[src/rtl/rb_scheduler_pkg.sv]
// Shared types and width helpers for the row-buffer scheduler.
// Holds the state encoding and the clog2-derived width rule used by every file.
package rb_scheduler_pkg;

    localparam int PIXEL_WIDTH = 8;
    localparam int DEF_K       = 5;

    typedef enum logic [1:0] {
        ST_IDLE   = 2'd0,
        ST_PRIME  = 2'd1,
        ST_STREAM = 2'd2,
        ST_DONE   = 2'd3
    } rb_state_e;

    // Width of a counter that holds 0..n-1; never narrower than one bit.
    function automatic int cw(input int n);
        return (n <= 1) ? 1 : $clog2(n);
    endfunction

endpackage

[src/rtl/rb_pos_counter.sv]
// Column / row-slot / image-row position counter for the row buffer.
// Moves only on advance; clear restarts a frame at the origin.
module rb_pos_counter
    import rb_scheduler_pkg::*;
#(
    parameter int IMG_W = 8,
    parameter int IMG_H = 8,
    parameter int SLOTS = DEF_K - 1,
    localparam int CW   = cw(IMG_W),
    localparam int SW   = cw(SLOTS),
    localparam int RW   = cw(IMG_H + 1)
) (
    input  logic          clk,
    input  logic          rst_n,
    input  logic          clear,
    input  logic          advance,
    output logic [CW-1:0] col,
    output logic [SW-1:0] slot,
    output logic [RW-1:0] row,
    output logic          row_last,
    output logic          frame_last
);

    localparam logic [CW-1:0] COL_MAX  = CW'(IMG_W - 1);
    localparam logic [SW-1:0] SLOT_MAX = SW'(SLOTS - 1);
    localparam logic [RW-1:0] ROW_MAX  = RW'(IMG_H - 1);

    always_ff @(posedge clk or negedge rst_n) begin
        if (!rst_n) begin
            col  <= '0;
            slot <= '0;
            row  <= '0;
        end else if (clear) begin
            col  <= '0;
            slot <= '0;
            row  <= '0;
        end else if (advance) begin
            if (col == COL_MAX) begin
                col  <= '0;
                slot <= (slot == SLOT_MAX) ? '0 : slot + SW'(1);
                row  <= row + RW'(1);
            end else begin
                col <= col + CW'(1);
            end
        end
    end

    assign row_last   = (col == COL_MAX);
    assign frame_last = row_last && (row == ROW_MAX);

endmodule

[src/rtl/rb_scheduler.sv]
// Row-buffer scheduler: primes K-1 rows into BRAM, then streams K-pixel window columns.
// Handshake: a pixel moves only when advance is high; out_ready gates issue in STREAM only.
module rb_scheduler
    import rb_scheduler_pkg::*;
#(
    parameter int IMG_W = 8,
    parameter int IMG_H = 8,
    parameter int K     = DEF_K,
    localparam int CW   = cw(IMG_W),
    localparam int SW   = cw(K - 1),
    localparam int RW   = cw(IMG_H + 1)
) (
    input  logic          clk,
    input  logic          rst_n,
    input  logic          start,
    input  logic          pix_valid,
    input  logic          out_ready,
    output logic          pix_take,
    output logic          wr_en,
    output logic          rd_en,
    output logic [CW-1:0] col,
    output logic [SW-1:0] wr_row,
    output logic [SW-1:0] steer,
    output logic          win_valid,
    output logic          busy,
    output logic          complete,
    output rb_state_e     state_dbg
);

    if (IMG_H < K) begin : g_bad_height
        $error("rb_scheduler: IMG_H must be at least K");
    end
    if (K < 2) begin : g_bad_k
        $error("rb_scheduler: K must be at least 2");
    end

    localparam logic [RW-1:0] PRIME_LAST_ROW = RW'(K - 2);

    rb_state_e     state_q, state_d;
    logic          advance, clear;
    logic          row_last, frame_last;
    logic [RW-1:0] row;

    rb_pos_counter #(
        .IMG_W (IMG_W),
        .IMG_H (IMG_H),
        .SLOTS (K - 1)
    ) u_pos (
        .clk        (clk),
        .rst_n      (rst_n),
        .clear      (clear),
        .advance    (advance),
        .col        (col),
        .slot       (wr_row),
        .row        (row),
        .row_last   (row_last),
        .frame_last (frame_last)
    );

    assign advance = ((state_q == ST_PRIME)  && pix_valid) ||
                     ((state_q == ST_STREAM) && pix_valid && out_ready);
    assign clear   = (state_q == ST_IDLE) && start;

    always_ff @(posedge clk or negedge rst_n) begin
        if (!rst_n) state_q <= ST_IDLE;
        else        state_q <= state_d;
    end

    always_comb begin
        state_d = state_q;
        unique case (state_q)
            ST_IDLE:   if (start) state_d = ST_PRIME;
            ST_PRIME:  if (advance && row_last && (row == PRIME_LAST_ROW)) state_d = ST_STREAM;
            ST_STREAM: if (advance && frame_last) state_d = ST_DONE;
            ST_DONE:   state_d = ST_IDLE;
            default:   state_d = ST_IDLE;
        endcase
    end

    always_comb begin
        pix_take = advance;
        wr_en    = advance;
        rd_en    = advance && (state_q == ST_STREAM);
        busy     = (state_q == ST_PRIME) || (state_q == ST_STREAM);
        complete = (state_q == ST_DONE);
    end

    // The BRAM read of slot wr_row lands one cycle later, so steer and win_valid lag by one.
    always_ff @(posedge clk or negedge rst_n) begin
        if (!rst_n) begin
            win_valid <= 1'b0;
            steer     <= '0;
        end else begin
            win_valid <= advance && (state_q == ST_STREAM);
            steer     <= wr_row;
        end
    end

    assign state_dbg = state_q;

endmodule

[config.mk]
export PLATFORM = sky130hd
export DESIGN_NAME = rb_scheduler
export DESIGN_NICKNAME = d
export VERILOG_FILES = /design/src/rtl/rb_scheduler_pkg.sv /design/src/rtl/rb_pos_counter.sv /design/src/rtl/rb_scheduler.sv
export SDC_FILE = /design/constraint.sdc
export NUM_CORES = 1
export LEC_CHECK = 0
export ABC_CLOCK_PERIOD_IN_PS = 1790
export BUFFER_PORTS_ARGS = -buffer_cell sky130_fd_sc_hd__buf_2
export CAP_MARGIN = 20
export CORE_AREA = 2 2 44 46
export CTS_CLUSTER_SIZE = 14
export DETAILED_ROUTE_END_ITERATION = 16
export DIE_AREA = 0 0 46 48
export PLACE_DENSITY = 0.67
export SYNTH_ARGS = -nofsm -noshare
export SYNTH_HDL_FRONTEND = slang
export SYNTH_SLANG_ARGS = --single-unit
export TNS_END_PERCENT = 100
[constraint.sdc]
create_clock -name clk -period 1.79 [get_ports clk]
set_input_delay 0.358 -clock clk [delete_from_list [all_inputs] [get_ports clk]]
set_output_delay 0.358 -clock clk [all_outputs]
set_load 0.005 [all_outputs]
==> results of run 1 <==
## path summary, 6_finish.rpt
path	start	cells past startpoint	slack [ns]	endpoint
max reg2reg	state_dbg[0]	6	0.08	state_dbg[1]
min reg2reg	u_pos.slot[1]	0	0.43	steer[1]
min in group asynchronous	rst_n	2	0.48	u_pos.row[2]
max in group asynchronous	rst_n	2	1.05	state_dbg[1]
max	state_dbg[1]	6	0.05	pix_take
min	pix_valid	2	0.37	win_valid
## power by group through the flow
stage	clock (mW)	sequential, mW	combinational (mW)
floorplan	0	0.448	0.390
global placement	0	0.443	0.571
detailed placement	0	0.449	0.586
CTS	0.235	0.449	0.666
global route	0.253	0.473	0.879
finish	0.236	0.460	0.797
## kinds of logic (layout without fill, tap and decap cells)
group | count (synthesis) | after routing
AO/OA/AOI/OAI | 11 | 11
XOR/XNOR | 3 | 3
adder cells (fa/ha/maj) | 8 | 8
buffers and inverters | 6 | 36
flip-flops | 14 | 14
multiplexers | 4 | 4
AND/OR/NAND/NOR | 22 | 22
## per-layer routing
metal | vias to the layer above | global-route usage, %
li1 | 292 | -
met1 | 278 | 20.8
met2 | 18 | 23.6
met3 | 6 | 3.40
met4 | 0 | 6.86
met5 | - | 0
## repair_timing
| item | 4_1_cts | 5_1_grt |
|---|---|---|
| setup buffers | 3 | 4 |
| hold endpoints to repair | 14 | 0 |
| hold buffers | 1 | 0 |
| endpoints found under the setup margin | 2 | 7 |
| pin swaps | 1 | 2 |
| gates resized for setup | 5 | 8 |
## layout make-up
type	count	area (µm²)	area share, %
repair buffers	28	178	17.6
multi-input cells	48	407	40.3
inverters	4	15.0	1.49
well taps	17	21.3	2.11
clock buffers	4	36.3	3.59
flip-flops and latches	14	353	34.9
## flip-flops by register name, indices dropped and copies added (netlist names)
name and count:
state_dbg 2, u_pos.slot 2, win_valid 1, steer 2, u_pos.row 4, u_pos.col 3
## synthesized netlist by cell type
master    number  area share (%)
o21ai_2        1             1.2
a221oi_1       1             1.2
nand2_2        1            0.84
mux2i_1        3             4.0
dfrtp_1       14              47
nor2b_2        1             1.2
ha_1           8              13
o21ai_0        3             2.0
nor2_1         9             4.6
nand3_1        1            0.67
a21oi_2        1             1.2
nor3_1         1            0.67
o211a_1        1             1.3
mux2_4         1             2.0
a21oi_1        4             2.7
buf_1          1            0.51
nand2_1        4             2.0
nor3b_1        1             1.0
nand2b_4       1             1.9
nor4b_2        1             2.0
or3_1          1            0.84
inv_1          4             2.0
xnor2_1        3             3.5
buf_4          1             1.0
and2_1         1            0.84
## through the flow
stage | cell area (µm²) | setup WS, ns | hold WS, ns | std cells
floorplan | 742 | 0.0725 | 0.0624 | 68
global placement | 855 | 0.146 | 0.274 | 103
detailed placement | 855 | 0.0926 | 0.273 | 103
CTS | 938 | 0.000635 | 0.370 | 111
global route | 1010 | -0.0229 | 0.364 | 115
finish | 1010 | 0.0518 | 0.369 | 115
==> metrics, run 1 <==
# fillers 145; internal power 0.955 mW; Switching Fraction 36.0%; WL met3 61 µm; Inserted Clock Buffers 3; Critical Path Fanout Max 4; Synth-to-Final Area Change 36.1%; H-tree depth 1; CP Cell Sequence inv_2, ha_4, a21oi_4, nand2b_4, inv_2, buf_6; Max Slew Vio Count 0; M1 wire length 652 µm; first-pass GRT wire length 2.34 mm; status finished clean; Post-Syn Instances between 60 and 70; gr usage total 15.4%; Fmax 575 MHz; synthesized area per cell 10.9 µm²; most frequent cells in the layout buf_2, dfrtp_1, nor2_1; RSZ-0062 raised after global routing true; Worst setup SP type register; Final Util between 50% and 60%; Sw Pwr roughly 0.54 mW; grt total ovfl 0; total wire length about 1.5 mm; peak supply drop around 0.84 mV; XOR/XNOR share of the synthesized area 3.54%; commonest non-fill, non-tap cell in the layout buf_2; YS warnings 0; post-synthesis net count 81; Clock power frac 15.8%; Distinct cells, synth 25; Worst Hold Class primary input to register; mux contribution to synthesized area 6.07%; clk root buf clkbuf_4; Reg power frac 30.8%; Adder-Cell Fraction of Synth Area between 10% and 20%; dpl hpwl around 990 µm; drt via density 5.17; Comb pwr share 53.4%; DRC viols 0; GP Congestion 0.794; Die Height 48 µm; max layer used met4; layout cells sized above 1 a little under half; mapped cell area around 740 µm²; Clock Pin Slew Worst Setup and Hold Paths around 0.090 ns; total negative setup slack 0 ns; fin crit period between 1.5 and 2 ns; Worst-Skew Late Latency 0.29 ns; Final Hold Fails 0; Finish-stage setup viols 0; Core Area 1690 µm²; Seq cells post-synth 14; routed vias 594; post-synthesis simple-gate area fraction 16.5%; Die Wd approximately 46 µm; delay-heaviest family, CP flip-flops; WP buf/inv 3; CTS tree built; crit-path max cell delay 0.43 ns; DR pass1 iterations 4; Max Cap Viol 0; number of nets still failing antenna checks after routing 0; Tot Pwr 1.49 mW; CTS max path bufs 2; compound-gate portion of the synthesized area 9.61%; I/O Pins 20; row count 15; Most common cell on crit path inv_2; Least-Margin Pin Slew approximately 0.34 ns; post-synthesis sequential area ratio 47.2%; PortBufs 19; Crit-path slowest cell dfrtp_2; P_leak 0.545 nW; initial antenna violation count 0; CP Data Arrival Time 1.38 ns; routed wl met2 around 740 µm; Final period util a little over nine tenths; Sink Count 14; initial core utilization 43.9%; Worst Path Required approximately 1.4 ns; Crit Path Class register to output pin; DR WL/cell 12.9 µm; vias in the first global route around 500; pwr dens 1480 nW/µm²; kind of end point of the critical path output pin; total die area 2210 µm²; largest net degree at the start of global routing 15; Initial DRC Count 11; final setup skew 0.00398 ns; largest family of logic cells by synthesized area simple AND/OR/NAND/NOR gates; # diodes 0; nets@finish 112; slew margin rel. slightly below 80%
Power figures use the tool's default switching activity.
==> inputs of run 2 (changes only) <==
--- a/config.mk
+++ b/config.mk
@@ -8,11 +8,11 @@
 export ABC_CLOCK_PERIOD_IN_PS = 1790
 export BUFFER_PORTS_ARGS = -buffer_cell sky130_fd_sc_hd__buf_2
 export CAP_MARGIN = 20
-export CORE_AREA = 2 2 44 46
+export CORE_AREA = 2 2 42 44
 export CTS_CLUSTER_SIZE = 14
 export DETAILED_ROUTE_END_ITERATION = 16
-export DIE_AREA = 0 0 46 48
-export PLACE_DENSITY = 0.67
+export DIE_AREA = 0 0 44 46
+export PLACE_DENSITY = 0.72
 export SYNTH_ARGS = -nofsm -noshare
 export SYNTH_HDL_FRONTEND = slang
 export SYNTH_SLANG_ARGS = --single-unit
==> metrics, run 2 (synthesized netlist as in run 1, its figures left out) <==
kind of end point of the critical path output pin; HP Start pix_valid; failing checks negative setup slack; worst r2r dst state_dbg[1]; first-pass GRT wire length 2.13 mm (-9.1%); CP Data Arrival Time 1.43 ns (+0.05 ns); total die area 2020 µm² (-8.3%); CTS max path bufs 2 (unchanged); Fin Hold WS 0.376 ns (+0.00663 ns); FF-to-FF setup slack 0.05 ns (-0.03 ns); status finished with violations; most frequent cells in the layout buf_2, dfrtp_1, nor2_1, buf_4, ha_1; Final period util 100% (+3.0 points); Sink Count 14 (unchanged); grt met3 use 3.97% (+0.57 points); PortBufs 19 (unchanged); vias in the first global route 515 (+0.78%); Most Crowded Layer GR met2; final setup skew 0.000573 ns (-0.00340 ns); clk root buf clkbuf_4; Fmax 558 MHz (-3.0%); slew margin rel. 77.5% (-0.10 points); Finish-stage setup viols 2 (+2); Final WS setup -0.00119 ns (-0.0530 ns); nets@finish 113 (+0.89%); drt via density 5.16 (about the same); R2R depth 7 (+1); Worst setup SP type register; dpl hpwl 1.01 mm (+2.1%); Largest regs u_pos.row (4), u_pos.col (3); Hold EP win_valid; CTS tree built; DRC viols 0 (unchanged); Worst-Skew Late Latency 0.28 ns (about the same); Worst Path Required 1.43 ns (about the same); routed vias 599 (+0.84%); # fillers 131 (-9.7%); peak supply drop 0.910 mV (+7.8%); Max Cap Viol 0 (unchanged); Die Height 46 µm (-4.2%); met2 usage 26.5% (+2.9 points); Max Slew Vio Count 0 (unchanged); Largest register FFs 4 (unchanged); Final Hold Fails 0 (unchanged); Critical R2R Launch state_dbg[1]; GP Congestion 0.749 (-5.7%); Least-Margin Pin Slew 0.338 ns (+0.00153 ns); initial core utilization 46.0% (+2.0 points); # diodes 0 (unchanged); P_leak 0.548 nW (+0.59%); Worst Hold Class primary input to register; Critical Path Fanout Max 4 (unchanged); RSZ-0062 raised after global routing true; initial antenna violation count 0 (unchanged); DR pass1 iterations 4 (unchanged); DR WL/cell 12.6 µm (-2.7%); Inserted Clock Buffers 3 (unchanged); Crit Path Class register to output pin; Clock Pin Slew Worst Setup and Hold Paths 0.08 ns (about the same); gr usage total 14.6% (-0.76 points); Final Util 61.7% (+1.9 points); number of nets still failing antenna checks after routing 0 (unchanged); Initial DRC Count 12 (+1); most flop-heavy register u_pos.row; grt total ovfl 0 (unchanged); WHS Path Cells 2 (unchanged); Layout Cells excl Fill 116 (+0.87%); layout cells sized above 1 44.4% (-1.5 points); total wire length 1.46 mm (-1.9%); I/O Pins 20 (unchanged); Core Area 1610 µm² (-4.4%); H-tree depth 1 (unchanged); commonest non-fill, non-tap cell in the layout buf_2; met1 Use GR 16.3% (-4.5 points); Synth-to-Final Area Change 34.2%; Die Wd 44 µm (-4.3%); row count 15 (unchanged); pwr dens 1470 nW/µm² (-0.65%); placed instance count 103 (unchanged); largest net degree at the start of global routing 15 (unchanged); fin crit period 1.79 ns (+0.0530 ns)
run 2: how the worst max path moves through the flow:
stage	start	to	slack, ns
global placement	state_dbg[0]	state_dbg[1]	0.15
finish	state_dbg[0]	pix_take	-0.001
detailed placement	state_dbg[0]	state_dbg[1]	0.07
CTS	state_dbg[0]	state_dbg[1]	0.02
global route	state_dbg[0]	wr_en	-0.05
floorplan	state_dbg[0]	wr_en	0.07
run 2: worst max-delay path, cell delays in order, from the launching register on:
cell	delay, ns
dfrtp_1	0.43
inv_2	0.08
ha_4	0.17
a21oi_2	0.17
nand2b_4	0.16
inv_2	0.03
buf_2	0.11
run 2: power by group:
| part | leakage [nW] | internal (mW) | switching (mW) |
|---|---|---|---|
| Sequential | 0.187 | 0.385 | 0.0650 |
| Combinational | 0.339 | 0.432 | 0.354 |
| Clock | 0.0210 | 0.124 | 0.102 |
run 2: per-layer routing:
layer  routed length (µm)  vias to the layer above
met3                   53                        4
met2                  776                       17
li1                     -                      293
met4                   11                        0
met1                  620                      285
met5                    0                        -
run 2: area by class of cell:
cell class	instances	area, µm²	share of cell area (%)
clock buffers	4	36.3	3.64
inverters	4	15.0	1.51
multi-input cells	48	399	40.1
flip-flops and latches	14	352	35.3
well taps	17	21.3	2.14
repair buffers	29	173	17.3
run 2: stage by stage:
| step | cell area (µm²) | power, mW | worst slack [ns] | TNS, ns |
|---|---|---|---|---|
| floorplan | 742 | 0.837 | 0.0725 | 0 |
| global placement | 855 | 1.01 | 0.148 | 0 |
| detailed placement | 855 | 1.04 | 0.0652 | 0 |
| CTS | 943 | 1.35 | 0.0235 | 0 |
| global route | 996 | 1.57 | -0.0475 | -0.0938 |
| finish | 996 | 1.46 | -0.00119 | -0.00144 |
run 2: repair_timing:
item / CTS / global route
pin swaps: 1 / 2
resized for setup: 2 / 6
hold buffers: 1 / 0
hold endpoints to repair: 14 / 0
setup buffers: 5 / 3
setup endpoints to repair: 2 / 4
